File: config.mk
export PLATFORM = sky130hd
export DESIGN_NAME = iterative_divider_flat
export DESIGN_NICKNAME = d
export VERILOG_FILES = /design/src/rtl/iterative_divider_if.sv /design/src/rtl/iterative_divider.sv /design/src/flat_wrapper.sv
export SDC_FILE = /design/constraint.sdc
export NUM_CORES = 1
export LEC_CHECK = 0
export ABC_CLOCK_PERIOD_IN_PS = 5820
export CORE_MARGIN = 2
export CORE_UTILIZATION = 65
export DETAILED_ROUTE_END_ITERATION = 10
export DONT_BUFFER_PORTS = 1
export PLACE_DENSITY = 0.77
export SLEW_MARGIN = 10
export SYNTH_ARGS = -nofsm -noshare
export SYNTH_HDL_FRONTEND = slang
export SYNTH_SLANG_ARGS = --single-unit
File: constraint.sdc
create_clock -name clk -period 5.82 [get_ports clk]
set_input_delay 0.291 -clock clk [delete_from_list [all_inputs] [get_ports clk]]
set_output_delay 0.291 -clock clk [all_outputs]
set_load 0.03 [all_outputs]
File: src/rtl/iterative_divider_if.sv
// rtl/iterative_divider_if.sv - operand/result handshake bundle for iterative_divider
interface iterative_divider_if #(
  parameter int DATA_LEN = 32
);
  logic                in_valid;
  logic                in_ready;
  logic [DATA_LEN-1:0] dividend;
  logic [DATA_LEN-1:0] divisor;
  logic                out_valid;
  logic                out_ready;
  logic [DATA_LEN-1:0] quotient;
  logic [DATA_LEN-1:0] remainder;
  logic                div_by_zero;

  modport master (
    output in_valid, dividend, divisor, out_ready,
    input  in_ready, out_valid, quotient, remainder, div_by_zero
  );

  modport slave (
    input  in_valid, dividend, divisor, out_ready,
    output in_ready, out_valid, quotient, remainder, div_by_zero
  );
endinterface

File: src/rtl/iterative_divider.sv
// rtl/iterative_divider.sv - multi-cycle radix-2 restoring divider, one op in flight
module iterative_divider #(
  parameter int DATA_LEN = 32,
  parameter bit SIGNED   = 1'b1
) (
  input logic               clk,
  input logic               reset,
  iterative_divider_if.slave bus
);
  localparam int N  = DATA_LEN;
  localparam int CW = (N > 2) ? $clog2(N) : 1;

  typedef enum logic [1:0] {IDLE, CALC, FIX, DONE} state_t;

  state_t          state_q, state_d;
  logic [N-1:0]    dvd_q, dvd_d;
  logic [N-1:0]    dvs_q, dvs_d;
  logic [N:0]      rem_q, rem_d;
  logic [CW-1:0]   count_q, count_d;
  logic            q_neg_q, q_neg_d;
  logic            r_neg_q, r_neg_d;
  logic [N-1:0]    quotient_q, quotient_d;
  logic [N-1:0]    remainder_q, remainder_d;
  logic            dbz_q, dbz_d;

  logic            dvd_neg, dvs_neg;
  logic [N-1:0]    dvd_mag, dvs_mag;
  logic [N+1:0]    shift;
  logic [N:0]      sub;
  logic            ge;

  always_comb begin
    dvd_neg = SIGNED && bus.dividend[N-1];
    dvs_neg = SIGNED && bus.divisor[N-1];
    // Negating MIN yields MIN, whose unsigned reading is the correct magnitude.
    dvd_mag = dvd_neg ? -bus.dividend : bus.dividend;
    dvs_mag = dvs_neg ? -bus.divisor  : bus.divisor;

    shift = {rem_q, dvd_q[N-1]};
    ge    = shift >= {2'b00, dvs_q};
    sub   = shift[N:0] - {1'b0, dvs_q};

    state_d     = state_q;
    dvd_d       = dvd_q;
    dvs_d       = dvs_q;
    rem_d       = rem_q;
    count_d     = count_q;
    q_neg_d     = q_neg_q;
    r_neg_d     = r_neg_q;
    quotient_d  = quotient_q;
    remainder_d = remainder_q;
    dbz_d       = dbz_q;

    case (state_q)
      IDLE: begin
        if (bus.in_valid) begin
          if (bus.divisor == '0) begin
            quotient_d  = '1;
            remainder_d = bus.dividend;
            dbz_d       = 1'b1;
            state_d     = DONE;
          end else begin
            dvd_d   = dvd_mag;
            dvs_d   = dvs_mag;
            rem_d   = '0;
            count_d = CW'(N - 1);
            q_neg_d = dvd_neg ^ dvs_neg;
            r_neg_d = dvd_neg;
            state_d = CALC;
          end
        end
      end
      CALC: begin
        // Quotient bits shift into the vacated low end of the dividend register.
        rem_d   = ge ? sub : shift[N:0];
        dvd_d   = {dvd_q[N-2:0], ge};
        count_d = count_q - 1'b1;
        if (count_q == '0) state_d = FIX;
      end
      FIX: begin
        quotient_d  = q_neg_q ? -dvd_q : dvd_q;
        remainder_d = r_neg_q ? -rem_q[N-1:0] : rem_q[N-1:0];
        dbz_d       = 1'b0;
        state_d     = DONE;
      end
      DONE: begin
        if (bus.out_ready) state_d = IDLE;
      end
      default: state_d = IDLE;
    endcase
  end

  always_ff @(posedge clk or posedge reset) begin
    if (reset) begin
      state_q     <= IDLE;
      dvd_q       <= '0;
      dvs_q       <= '0;
      rem_q       <= '0;
      count_q     <= '0;
      q_neg_q     <= 1'b0;
      r_neg_q     <= 1'b0;
      quotient_q  <= '0;
      remainder_q <= '0;
      dbz_q       <= 1'b0;
    end else begin
      state_q     <= state_d;
      dvd_q       <= dvd_d;
      dvs_q       <= dvs_d;
      rem_q       <= rem_d;
      count_q     <= count_d;
      q_neg_q     <= q_neg_d;
      r_neg_q     <= r_neg_d;
      quotient_q  <= quotient_d;
      remainder_q <= remainder_d;
      dbz_q       <= dbz_d;
    end
  end

  assign bus.in_ready    = (state_q == IDLE);
  assign bus.out_valid   = (state_q == DONE);
  assign bus.quotient    = quotient_q;
  assign bus.remainder   = remainder_q;
  assign bus.div_by_zero = dbz_q;
endmodule
File: src/flat_wrapper.sv
// flat-port wrapper written by rule: the top's interface ports become plain ports
module iterative_divider_flat 
#(
  parameter int DATA_LEN = 32,
  parameter bit SIGNED   = 1'b1
)
  (clk, reset, bus_in_valid, bus_dividend, bus_divisor, bus_out_ready, bus_in_ready, bus_out_valid, bus_quotient, bus_remainder, bus_div_by_zero);
  iterative_divider_if #(.DATA_LEN(DATA_LEN)) bus_i ();
  input logic clk;
  input logic reset;
  input wire logic [$bits(bus_i.in_valid)-1:0] bus_in_valid;
  input wire logic [$bits(bus_i.dividend)-1:0] bus_dividend;
  input wire logic [$bits(bus_i.divisor)-1:0] bus_divisor;
  input wire logic [$bits(bus_i.out_ready)-1:0] bus_out_ready;
  output wire logic [$bits(bus_i.in_ready)-1:0] bus_in_ready;
  output wire logic [$bits(bus_i.out_valid)-1:0] bus_out_valid;
  output wire logic [$bits(bus_i.quotient)-1:0] bus_quotient;
  output wire logic [$bits(bus_i.remainder)-1:0] bus_remainder;
  output wire logic [$bits(bus_i.div_by_zero)-1:0] bus_div_by_zero;
  assign bus_i.in_valid = bus_in_valid;
  assign bus_i.dividend = bus_dividend;
  assign bus_i.divisor = bus_divisor;
  assign bus_i.out_ready = bus_out_ready;
  assign bus_in_ready = bus_i.in_ready;
  assign bus_out_valid = bus_i.out_valid;
  assign bus_quotient = bus_i.quotient;
  assign bus_remainder = bus_i.remainder;
  assign bus_div_by_zero = bus_i.div_by_zero;
  iterative_divider #(.DATA_LEN(DATA_LEN), .SIGNED(SIGNED)) u_core (.clk(clk), .reset(reset), .bus(bus_i));
endmodule
# Word-level counts from Yosys, hierarchy flattened
# Cells that the tools add are included.
dict set report word_totals {
  regBits 171
  input_bits 68
  output_inout_bits 67
  elab_cells 64
}
dict set report op_classes {
  addsub 6
  n_lt_le_gt_ge 1
  eq_ne 8
  muxes 28
  n_bitwise 2
  n_reduce_logical 9
}
# cell count
set op_table {}
lappend op_table {{$mux 32} 10}
lappend op_table {{$pmux 32 s2} 3}
lappend op_table {{$neg 32->32} 4}
lappend op_table {{$mux 33} 3}
lappend op_table {{$pmux 33 s2} 1}
lappend op_table {{$ge 34x32->1} 1}
lappend op_table {{$sub 33x32->33} 1}
lappend op_table {{$logic_not 32->1} 1}
lappend op_table {{$reduce_and 3->1} 4}
lappend op_table {{$mux 5} 2}
lappend op_table {{$pmux 5 s2} 1}
lappend op_table {{$mux 2} 4}
lappend op_table {{$pmux 2 s4} 1}
lappend op_table {{$ne 2x2->1 const B} 3}
lappend op_table {{$logic_not 5->1} 1}
lappend op_table {{$sub 5x1->5 const B} 1}
lappend op_table {{$eq 2x2->1 const B} 2}
lappend op_table {{$ne 2x1->1 const B} 2}
lappend op_table {{$reduce_bool 2->1} 2}
lappend op_table {{$eq 2x1->1 const B} 1}
lappend op_table {{$logic_not 2->1} 1}
lappend op_table {{$mux 1} 2}
lappend op_table {{$pmux 1 s2} 1}
lappend op_table {{$not 1->1} 1}
lappend op_table {{$xor 1x1->1} 1}

# Depth between registers and ports, before layout
# Gate-level depths: netlist (run 1).
dict set report logic_depth {
  word_depth 5
  ltp_mapped 15
  depth_no_buf 13
}

# Worst setup path before layout (run 1)
# No wires, ideal clock.
dict set report synth_timing {
  kind {reg2reg}
  start {register u_core.dvd_q[31]}
  end {register u_core.rem_q[13]}
  setup_ns 0.078
  arrival_time_ns 3.139
  required_ns 5.742
  setup_slack_ns 2.604
  path_stages_with_launch 14
  path_buffers 1
  period_less_slack_ns 3.216
  cell_sequence {dfrtp_1 > inv_1 > ha_1 > inv_1 > fa_1 > a21oi_1 > nand4b_1 > a21boi_0 > o31ai_1 > o31ai_1 > a211oi_2 > clkbuf_1 > a21oi_1 > a21oi_1}
}
dict set report synth_via {
  elab_chain_len 3
  elab_cells_between_ends 4
  classes_between {add/sub: 1; order compare: 1; mux: 2}
}
# element line_no
set synth_rtl {}
lappend synth_rtl {{from (decl)} iterative_divider.sv:16} ;# logic [N-1:0] dvd_q, dvd_d;
lappend synth_rtl {{from (signal assigned)} iterative_divider.sv:107} ;# dvd_q <= dvd_d;
lappend synth_rtl {{$sub 33x32->33 or $ge 34x32->1 (tied branches)} {iterative_divider.sv:41, iterative_divider.sv:40}}
lappend synth_rtl {{$mux 33 *} iterative_divider.sv:75} ;# rem_d = ge ? sub : shift[N:0];
lappend synth_rtl {{$pmux 33 s2 *} iterative_divider.sv:54} ;# case (state_q)
lappend synth_rtl {{to (signal assigned)} iterative_divider.sv:109} ;# rem_q <= rem_d;
lappend synth_rtl {{to (decl)} iterative_divider.sv:18} ;# logic [N:0] rem_q, rem_d;
# Every way passes the cells marked *; elsewhere a longest branch is shown, timed or not.
# A chain may end at the register's enable or synchronous reset.

# Final worst setup path (run 1)
dict set report layout_timing {
  start {register u_core.dvs_q[0]}
  end {register u_core.rem_q[14]}
}
dict set report layout_via {
  elab_chain_len 3
  elab_cells_between_ends 4
  classes_between {add/sub: 1; order compare: 1; mux: 2}
}
# element line_no
set layout_rtl {}
lappend layout_rtl {{from (decl)} iterative_divider.sv:17} ;# logic [N-1:0] dvs_q, dvs_d;
lappend layout_rtl {{from (signal assigned)} iterative_divider.sv:108} ;# dvs_q <= dvs_d;
lappend layout_rtl {{$sub 33x32->33 or $ge 34x32->1 (tied branches)} {iterative_divider.sv:41, iterative_divider.sv:40}}
lappend layout_rtl {{$mux 33 *} iterative_divider.sv:75}
lappend layout_rtl {{$pmux 33 s2 *} iterative_divider.sv:54}
# Marked as above.

==> impl_metrics.tcl, run 1 <==
set metrics [dict create \
    clock_power_share_pct 19.5 \
    power.internal_uw 3290 \
    clock_sinks 171 \
    place.gp.congestion 0.889 \
    die_h_um 136 \
    floorplan.die.width_um 136 \
    cts_repair_resize_count 0 \
    post_synth_instance_area_sq_mm 0.0112 \
    worstPathMaxFanout 28 \
    run_status "complete, no violations" \
    clkLatencyLatePin_ns 0.44 \
    synthSimpleGateAreaFrac_pct 15.9 \
    worst_setup_path_startpoint "u_core.dvs_q[0]" \
    post-dp-hpwl_um 19600 \
    hold_path.startpoint "bus_divisor[0]" \
    fmax_mhz 248 \
    start_kind "flop" \
    post_synth.cell_area_avg_sq_um 8.58 \
    route.detailed.drc 0 \
    max_slew_vio_count 0 \
    area_delta_synth_final_pct 6.45 \
    maxSlewHeadroom_pct 23.6 \
    globalRoute.totalOverflow 0 \
    synth_nets 1422 \
    drt_wl_total_um 26900 \
    yosysUniqueCellTypes 66 \
    ys.warnings.count 0 \
    synth-main-ff-cell "sky130_fd_sc_hd__dfrtp_1" \
    tritoncts.num_buffers 17 \
    postSynth.asyncResetShare_pct 100 \
    min-delay-path-class "in -> reg" \
    p_sw_share_pct 46.5 \
    ir_drop_mv 0.333 \
    tns_setup_ns 0 \
    yosys.area_share.adder_pct 4.85 \
    drtPass1Iterations 5 \
    synth.area.mux_share_pct 1.89 \
    floorplan.core_area_sq_mm 0.0171 \
    grt_setup_unrepaired "false" \
    layout-drive-gt1-share_pct 4.91 \
    synthMostInstantiatedCell "sky130_fd_sc_hd__dfrtp_1" \
    clock-skew-final_ns 0.0102 \
    finalSetupViolCount 0 \
    r2r_start "u_core.dvs_q[0]" \
    std_cell_rows 48 \
    route.antenna.remaining_nets 0 \
    routed_wire_length_per_instance_um 17.9 \
    finalHoldViolations 0 \
    clock_path_buffers 2 \
    combinational_family_with_the_most_area_after_synthesis "compound AO/OA/AOI/OAI gates" \
    tightestPinTransition_ns 1.15 \
    starting_density_of_the_core_pct 65.7 \
    clock_tree.root_cell "sky130_fd_sc_hd__clkbuf_16" \
    ios 135 \
    compound_cell_area_share_of_the_yosys_netlist_pct 23.2 \
    fin_crit_ns 4.04 \
    layout_setup_ws_ns 1.78 \
    die_area_sq_mm 0.0184 \
    worstPathArrival_ns 4.32 \
    synth_edf_count 0 \
    power_frac_seq_pct 38.3 \
    io_buffers 0 \
    criticalPathCategory "reg -> reg" \
    final.period_utilization_pct 69.4 \
    netlist_top_cells_area "sky130_fd_sc_hd__dfrtp_1, sky130_fd_sc_hd__xor2_1, sky130_fd_sc_hd__o21ai_0, sky130_fd_sc_hd__nand2_1, sky130_fd_sc_hd__ha_1" \
    h_tree_level_count 4 \
    grt_pass1_wl_um 44200 \
    synth_top_area_share_pct 38.1 \
    first_global_vias 8961 \
    switching_power_uw 2860 \
    dp_worst_setup_slack_ns 1.84 \
    critical_path.endpoint_type "flop" \
    synth.ff_latch_count 171 \
    maxCapViolCount 0 \
    insertedDiodeCount 0 \
    post_synth_xor_xnor_area_pct 11.7 \
    design.final.nets 1381 \
    combPwrFrac_pct 42.2 \
    grt_max_degree 109 \
    antenna_violations_before_repair 0 \
    power_leakage_uw 0.00515 \
    drt-initial-drc-count 709 \
    drt-vias-per-instance 6.28 \
    power_density_mw_per_mm2 514 \
    grt.total_usage_pct 30.3 \
    power_uw 6150 \
    synth_top_cells_by_count "sky130_fd_sc_hd__dfrtp_1, sky130_fd_sc_hd__nand2_1, sky130_fd_sc_hd__o21ai_0, sky130_fd_sc_hd__nor2_1, sky130_fd_sc_hd__xor2_1" \
    post_synth_inst_count 1311 \
    worst_ep_required_time_ns 6.10 \
    rrSetupSlack_ns 1.78 \
    clock_tree_from_tritoncts "yes" \
    cell_type_with_the_largest_total_area_after_synthesis "sky130_fd_sc_hd__dfrtp_1" \
    clk_transition_reported_paths_ns 0.06 \
    synth_sequential_area_ratio_pct 38.1 \
    route.vias.total 9463 \
]
## power groups by stage
stage | Sequential (uW) | Combinational, uW | Clock (uW)
floorplan | 2210 | 2150 | 0
finish | 2360 | 2590 | 1200
CTS | 2350 | 2590 | 1200
global route | 2430 | 2940 | 1260
detailed placement | 2370 | 2570 | 0
global placement | 2350 | 2520 | 0
## routing by layer
layer / wire length, um / share of wire [%] / global-route usage [%] / vias up
met4: 808 / 3.0 / 11.5 / 0
met1: 11700 / 44 / 39.8 / 4440
met5: 0 / 0 / 0 / -
met2: 12500 / 47 / 48.7 / 335
met3: 1860 / 6.9 / 7.26 / 61
li1: - / - / - / 4627
## placed cells by master, fill, tap and decap left out, drive strengths merged, types with 13 or more instances in the layout
cell type	instances
or3	24
a31oi	37
nand2	153
ha	42
xnor2	48
a21o	18
a21oi	77
a221o	13
mux2i	19
o21ai	152
xor2	102
clkbuf	20
o31ai	37
dfrtp	171
o41ai	18
nor2	102
or4	15
nand3	17
inv	54
## worst max-delay path, cell delays in order (launching register included)
cell and delay, ns:
sky130_fd_sc_hd__dfrtp_1 0.40, sky130_fd_sc_hd__ha_1 0.22, sky130_fd_sc_hd__inv_1 0.07, sky130_fd_sc_hd__fa_1 0.20
sky130_fd_sc_hd__a21oi_1 0.09, sky130_fd_sc_hd__nand4b_1 0.23, sky130_fd_sc_hd__a21boi_0 0.26, sky130_fd_sc_hd__o31ai_1 0.19
sky130_fd_sc_hd__o31ai_1 0.78, sky130_fd_sc_hd__a211o_1 1.01, sky130_fd_sc_hd__mux2i_1 0.31, sky130_fd_sc_hd__o21ai_0 0.11
## registers in the layout (all words and copies together) (netlist names)
name                    count
u_core.bus.div_by_zero      1
u_core.bus.quotient        32
u_core.bus.remainder       32
u_core.count_q              5
u_core.dvd_q               32
u_core.dvs_q               32
u_core.q_neg_q              1
u_core.r_neg_q              1
u_core.rem_q               33
u_core.state_q              2
## through the flow
| stage | util (%) | hold WS, ns | instance area (sq um) | std cells |
|---|---|---|---|---|
| floorplan | - | 0.443 | 11200 | 1311 |
| global placement | 66.3 | 0.435 | 11300 | 1475 |
| detailed placement | 66.3 | 0.437 | 11300 | 1475 |
| CTS | 69.9 | 0.000716 | 12000 | 1508 |
| global route | 69.9 | 0.00209 | 12000 | 1508 |
| finish | 69.9 | 0.00276 | 12000 | 1508 |
## cells by family (layout without fill, tap and decap cells)
group | count (synthesis) | after routing
AO/OA/AOI/OAI | 418 | 418
flip-flops | 171 | 171
multiplexers | 21 | 21
adder cells (fa/ha/maj) | 43 | 43
buffers and inverters | 124 | 96
XOR/XNOR | 150 | 150
AND/OR/NAND/NOR | 384 | 384
## final cells by class
| cell class | count | area (sq um) |
|---|---|---|
| tap | 225 | 282 |
| clock buffer | 20 | 457 |
| fill | 1427 | 5150 |
| multi-input combinational | 1016 | 6500 |
| timing repair buffer | 12 | 92.6 |
| inverter | 52 | 200 |
| clock inverter | 12 | 163 |
| sequential | 171 | 4280 |
## final timing paths
check | to | depth (start not counted)
worst max register to register | u_core.rem_q[14] | 11
worst max-delay path | u_core.rem_q[14] | 11
worst min register to register | u_core.rem_q[32] | 2
worst min-delay path | u_core.dvs_q[0] | 1
min in group asynchronous | u_core.dvd_q[9] | 2
max in group asynchronous | u_core.rem_q[29] | 3
## timing repair
action | 4_1_cts | 5_1_grt
hold buffers | 1 | 0
setup buffers | 0 | 0
hold endpoints to repair | 47 | 0
No activity file was read; power rests on OpenSTA's default activity.
==> inputs of run 2 (changes only) <==
- ABC_CLOCK_PERIOD_IN_PS: 5820 -> 3900
- clock period: 5.82 -> 3.9 ns (I/O delays scaled with it)
==> run 2 against run 1 <==
  * Sequential power is 47% higher
  * Combinational power grew 56%
  * Die area unchanged
  * Sequential share of layout area decreased by 1.7 points
  * Worst hold slack gained 0.0047 ns
  * Via count increased by 4.5%
  * Cell count increased by 4.2%
  * Setup slack got worse by 1.3 ns
  * Clock-buffer cell count decreased by 2
  * Clock power increased by 41%
  * Critical endpoint is now u_core.rem_q[3]
  * Largest cell class unchanged
  * Highest routed layer unchanged
==> impl_metrics.tcl, run 2 (same netlist as run 1, synthesis figures left out) <==
set metrics [dict create \
    run_status "complete, no violations" \
    cts-hold-fix-buffers 56 \
    critical-path-max-stage-delay_ns 0.49 \
    timing.critical_path.max_delay_family "compound AO/OA/AOI/OAI gates" \
    dp_worst_setup_slack_ns 0.524 \
    ios 135 \
    final.period_utilization_pct 88.8 \
    clock_tree_from_tritoncts "yes" \
    worstPathMaxFanout 18 \
    grt.total_usage_pct 31.9 \
    finish.utilization_pct 73.5 \
    layout-drive-gt1-share_pct 5.35 \
    route.vias.total 9885 \
    power_leakage_uw 0.00541 \
    timing.critical_path.buf_inv 4 \
    fin_crit_ns 3.46 \
    worstPathArrival_ns 3.76 \
    ir_drop_mv 0.514 \
    critical_path.endpoint_type "flop" \
    drt-initial-drc-count 787 \
    tns_setup_ns 0 \
    regMostFlops "u_core.rem_q" \
    maxCapViolCount 0 \
    drtPass1Iterations 5 \
    std_cell_rows 48 \
    first_global_vias 9155 \
    criticalPathCategory "reg -> reg" \
    worst_ep_required_time_ns 4.20 \
    floorplan.core_area_sq_mm 0.0171 \
    design.final.nets 1445 \
    clkLatencyLatePin_ns 0.43 \
    floorplan.die.width_um 136 \
    h_tree_level_count 4 \
    io_buffers 0 \
    finalSetupViolCount 0 \
    drt-vias-per-instance 6.29 \
    clock_path_buffers 2 \
    post-cts-setup-buffers 0 \
    start_kind "flop" \
    grt_max_degree 88 \
    fmax_mhz 289 \
    insertedDiodeCount 0 \
    antenna_violations_before_repair 0 \
    worst_hold_endpoint "u_core.bus.remainder[5]" \
    clk_transition_reported_paths_ns 0.07 \
    r2r_start "u_core.dvd_q[31]" \
    rrSetupSlack_ns 0.44 \
    total_cell_area_at_the_placement_stage_sq_mm 0.0114 \
    cp_slowest_cell "sky130_fd_sc_hd__a211o_1" \
    die_h_um 136 \
    r2r.worst_path.cells 14 \
    post-dp-hpwl_um 19700 \
    tritoncts.num_buffers 17 \
    max_slew_vio_count 0 \
    die_area_sq_mm 0.0184 \
    route.antenna.remaining_nets 0 \
    min-delay-path-class "in -> reg" \
    routed_wire_length_per_instance_um 18.3 \
    place.gp.congestion 0.891 \
    final_common_cell "sky130_fd_sc_hd__dfrtp_1" \
    drt_wl_total_um 28700 \
    cts_repair_resize_count 0 \
    route.detailed.drc 0 \
    grt_pass1_wl_um 46800 \
    tightestPinTransition_ns 0.918 \
    crit_chain "inv_1, ha_1, inv_1, fa_1, a21oi_1, nand4b_1, a21boi_0, o31ai_1, buf_4, o31ai_1, a211o_1, buf_4, mux2i_1, o21ai_0" \
    power_density_mw_per_mm2 733 \
    power_uw 9220 \
    largest_register_ff_count 33 \
    layout_setup_ws_ns 0.435 \
    area_delta_synth_final_pct 11.9 \
    hold-path-cell-count 2 \
    final_area_sq_mm 0.0126 \
    maxSlewHeadroom_pct 38.8 \
    finalHoldViolations 0 \
    hold_path.startpoint "bus_dividend[5]" \
    grt_setup_unrepaired "false" \
    globalRoute.totalOverflow 0 \
    layout_common_cells "sky130_fd_sc_hd__dfrtp_1, sky130_fd_sc_hd__nand2_1, sky130_fd_sc_hd__o21ai_0" \
    clock-skew-final_ns 0.0101 \
    r2r_end "u_core.rem_q[3]" \
    clock_tree.root_cell "sky130_fd_sc_hd__clkbuf_16" \
    clock_sinks 171 \
    starting_density_of_the_core_pct 65.7 \
]
[run 2: cell types whose count changed in the layout (fill, tap and decap cells not counted), sizes merged, moves of 2 or more]
| cell | change |
|---|---|
| dlygate4sd3 | +55 |
| inv | -2 |
| buf | +9 |
| clkinv | +3 |
| clkbuf | -2 |
[run 2: worst reg2reg max path, cell delays in order (launching register included)]
cell and delay (ns):
sky130_fd_sc_hd__dfrtp_1 0.38, sky130_fd_sc_hd__inv_1 0.20, sky130_fd_sc_hd__ha_1 0.21, sky130_fd_sc_hd__inv_1 0.05, sky130_fd_sc_hd__fa_1 0.39, sky130_fd_sc_hd__a21oi_1 0.22, sky130_fd_sc_hd__nand4b_1 0.17, sky130_fd_sc_hd__a21boi_0 0.13
sky130_fd_sc_hd__o31ai_1 0.26, sky130_fd_sc_hd__buf_4 0.17, sky130_fd_sc_hd__o31ai_1 0.08, sky130_fd_sc_hd__a211o_1 0.49, sky130_fd_sc_hd__buf_4 0.30, sky130_fd_sc_hd__mux2i_1 0.19, sky130_fd_sc_hd__o21ai_0 0.09
[run 2: final cells by class]
cell class / instances / area [sq um]
multi-input combinational: 1016 / 6500
fill: 1308 / 4540
sequential: 171 / 4280
timing repair buffer: 76 / 736
clock buffer: 18 / 439
tap: 225 / 282
inverter: 52 / 199
clock inverter: 13 / 146
[run 2: worst max path at each step]
stage,from,to,slack (ns),cells past startpoint
global route,u_core.dvd_q[31],u_core.rem_q[3],0.19,14
finish,u_core.dvd_q[31],u_core.rem_q[3],0.44,14
CTS,u_core.dvd_q[31],u_core.rem_q[3],0.49,14
floorplan,u_core.dvd_q[31],u_core.rem_q[13],0.68,13
global placement,u_core.dvd_q[31],u_core.rem_q[0],0.57,14
detailed placement,u_core.dvd_q[31],u_core.rem_q[0],0.52,14
[run 2: power breakdown]
part	switching, uW	internal (uW)
combinational	2500	1550
sequential	1080	2390
clock	728	961
[run 2: per-stage QoR]
stage | cells | hold WS [ns]
floorplan | 1311 | 0.347
finish | 1571 | 0.00750
global route | 1571 | 0.0190
global placement | 1484 | 0.288
CTS | 1571 | 0.0000340
detailed placement | 1484 | 0.293
[run 2: per-layer routing]
metal  global-route usage (%)  up-vias  routed length [um]
met5                        0        -                   0
met4                     9.90        0                 644
met3                     6.29       52                2080
met2                     51.9      400               13600
met1                     43.4     4676               12400
li1                         -     4757                   -
==> inputs of run 3 (changes only) <==
- ABC_CLOCK_PERIOD_IN_PS: 3900 -> 3700
- CORE_UTILIZATION: 65 -> 45
- PLACE_DENSITY: 0.77 -> 0.56
- clock period: 3.9 -> 3.7 ns (I/O delays scaled with it)
==> run 3 against run 2 <==
  * The flow now finishes with violations (hold timing)
  * Combinational power is 5.9% higher
  * Clock skew is 0.0044 ns higher
  * Clock-buffer cell count is 1 lower
  * Critical path depth is 2 higher
  * Setup slack worse by 0.20 ns
  * Register-to-register slack worse by 0.20 ns
  * Utilization is 21 points lower
  * Clock power is 12% higher
  * Highest routed layer unchanged
  * Sequential power is 6.3% higher
  * Power is 7.2% higher
  * Die area is 43% higher
==> impl_metrics.tcl, run 3 (same netlist as run 1, synthesis figures left out) <==
set metrics [dict create \
    regMostFlops "u_core.rem_q" \
    largest_register_ff_count 33 \
    cp_slowest_cell "sky130_fd_sc_hd__fa_1" \
    criticalPathCategory "reg -> reg" \
    power_uw 9880 \
    use_met1_pct 32.6 \
    power_density_mw_per_mm2 767 \
    ir_drop_mv 0.314 \
    timing.critical_path.max_delay_family "compound AO/OA/AOI/OAI gates" \
    floorplan.core_area_sq_mm 0.0244 \
    h_tree_level_count 4 \
    worstPathArrival_ns 3.77 \
    start_kind "flop" \
    std_cell_rows 57 \
    worst_ep_required_time_ns 4.01 \
    clock-skew-final_ns 0.0145 \
    max_slew_vio_count 0 \
    grt_setup_unrepaired "false" \
    antenna_violations_before_repair 0 \
    power.internal_uw 5270 \
    power_leakage_uw 0.00552 \
    tns_setup_ns 0 \
    place.gp.congestion 0.869 \
    finalHoldViolations 1 \
    clkLatencyLatePin_ns 0.44 \
    worstPathMaxFanout 19 \
    finish.utilization_pct 52.8 \
    final_common_cell "sky130_fd_sc_hd__dfrtp_1" \
    maxSlewHeadroom_pct 33.9 \
    globalRouteMet3Util_pct 3.98 \
    layout-drive-gt1-share_pct 5.94 \
    crit_chain "inv_1, ha_1, inv_1, fa_1, a21oi_1, nand4b_1, a21boi_0, o31ai_1, buf_4, o31ai_1, buf_4, a211oi_2, buf_4, nor2_1, a21oi_1, o21ai_0" \
    routed_wire_length_per_instance_um 18.1 \
    min-delay-path-class "in -> reg" \
    route.antenna.remaining_nets 0 \
    die_h_um 162 \
    route.detailed.drc 0 \
    grt.total_usage_pct 23.7 \
    io_buffers 0 \
    clock_sinks 171 \
    gr-usage-met2_pct 37.9 \
    die_area_sq_mm 0.0263 \
    area_delta_synth_final_pct 14.6 \
    tightestPinTransition_ns 0.992 \
    layout_common_cells "sky130_fd_sc_hd__dfrtp_1, sky130_fd_sc_hd__nand2_1, sky130_fd_sc_hd__o21ai_0" \
    total_cell_area_at_the_placement_stage_sq_mm 0.0116 \
    timing.critical_path.buf_inv 5 \
    num-fill-cells 2317 \
    cts_repair_resize_count 0 \
    floorplan.die.width_um 162 \
    ios 135 \
    power_frac_seq_pct 37.3 \
    run_status "finished with violations" \
    fmax_mhz 289 \
    starting_density_of_the_core_pct 46.1 \
    grt_pass1_wl_um 49700 \
    final_area_sq_mm 0.0129 \
    clock_tree_from_tritoncts "yes" \
    combPwrFrac_pct 43.5 \
    design.final.nets 1462 \
    final.period_utilization_pct 93.5 \
    drt-initial-drc-count 583 \
    switching_power_uw 4610 \
    worst_slack_on_hold_paths_ns -0.00709 \
    first_global_vias 9338 \
    p_sw_share_pct 46.7 \
    globalRoute.totalOverflow 0 \
    insertedDiodeCount 0 \
    grt_max_degree 172 \
    critical-path-max-stage-delay_ns 0.40 \
    critical_path.endpoint_type "flop" \
    global_route_hottest_layer "met2" \
    clock_tree.root_cell "sky130_fd_sc_hd__clkbuf_16" \
    drt_wl_total_um 30500 \
    tritoncts.num_buffers 17 \
    clock_path_buffers 2 \
    fin_crit_ns 3.46 \
    clock_power_share_pct 19.2 \
    drt-vias-per-instance 5.69 \
    clk_transition_reported_paths_ns 0.07 \
    route.vias.total 9592 \
    finalSetupViolCount 0 \
    violated_checks "hold timing" \
    post-dp-hpwl_um 21500 \
    crit_top_cell "sky130_fd_sc_hd__buf_4" \
    drtPass1Iterations 5 \
    maxCapViolCount 0 \
]
-- run 3: cell types whose count changed in the layout (fill, tap and decap cells not counted) --
cell	before	now
sky130_fd_sc_hd__clkinv_4	4	1
sky130_fd_sc_hd__clkbuf_8	1	0
sky130_fd_sc_hd__inv_6	1	6
sky130_fd_sc_hd__inv_8	0	1
sky130_fd_sc_hd__buf_4	18	26
sky130_fd_sc_hd__dlygate4sd3_1	56	64
sky130_fd_sc_hd__clkinvlp_4	6	3
sky130_fd_sc_hd__buf_12	2	3
sky130_fd_sc_hd__bufinv_16	2	3
-- run 3: path summary, 6_finish.rpt --
check	start	to	slack, ns	depth (start not counted)
worst max-delay path	u_core.dvd_q[31]	u_core.rem_q[16]	0.24	16
worst min-delay path	bus_divisor[11]	u_core.dvs_q[11]	-0.007	3
worst max register to register	u_core.dvd_q[31]	u_core.rem_q[16]	0.24	16
worst min register to register	u_core.count_q[0]	u_core.count_q[0]	0.51	1
max in group asynchronous	reset	u_core.dvd_q[20]	2.47	3
min in group asynchronous	reset	u_core.bus.quotient[8]	0.45	3
-- run 3: repair_timing --
action / CTS / global route
endpoints found under the hold margin: 199 / 0
hold buffers: 64 / 0
setup buffers: 0 / 0
-- run 3: power by group through the flow --
stage	registers (uW)	clock network [uW]	logic (uW)
after global routing	3790	2010	4890
final	3690	1900	4290
after CTS	3690	1930	4310
after detailed placement	3720	0	4230
after floorplan	3480	0	3380
after global placement	3700	0	4200
-- run 3: worst reg2reg max path, cell delays in order, from the launching register on --
cell and delay, ns:
sky130_fd_sc_hd__dfrtp_1 0.39, sky130_fd_sc_hd__inv_1 0.22, sky130_fd_sc_hd__ha_1 0.22, sky130_fd_sc_hd__inv_1 0.05
sky130_fd_sc_hd__fa_1 0.40, sky130_fd_sc_hd__a21oi_1 0.21, sky130_fd_sc_hd__nand4b_1 0.18, sky130_fd_sc_hd__a21boi_0 0.15
sky130_fd_sc_hd__o31ai_1 0.29, sky130_fd_sc_hd__buf_4 0.17, sky130_fd_sc_hd__o31ai_1 0.08, sky130_fd_sc_hd__buf_4 0.18
sky130_fd_sc_hd__a211oi_2 0.23, sky130_fd_sc_hd__buf_4 0.29, sky130_fd_sc_hd__nor2_1 0.09, sky130_fd_sc_hd__a21oi_1 0.12
sky130_fd_sc_hd__o21ai_0 0.08
-- run 3: per-layer routing --
metal	wire, um	part of all wire, %	vias up
li1	-	-	4814
met1	14600	48	4511
met2	13800	45	225
met3	1350	4.4	42
met4	775	2.5	0
met5	0	0	-
-- run 3: area by class of cell --
cell class / count / area (sq um) / area share, %
clock buffers: 17 / 425 / 3.30
clock inverters: 14 / 183 / 1.42
inverters: 52 / 199 / 1.54
multi-input cells: 1016 / 6500 / 50.4
flip-flops and latches: 171 / 4280 / 33.2
well taps: 324 / 405 / 3.15
repair buffers: 93 / 896 / 6.95
-- run 3: metrics by stage --
step	instances	setup WS [ns]
after floorplan	1311	0.484
after global placement	1592	0.345
after detailed placement	1592	0.352
after CTS	1687	0.302
after global routing	1687	0.0351
final	1687	0.239
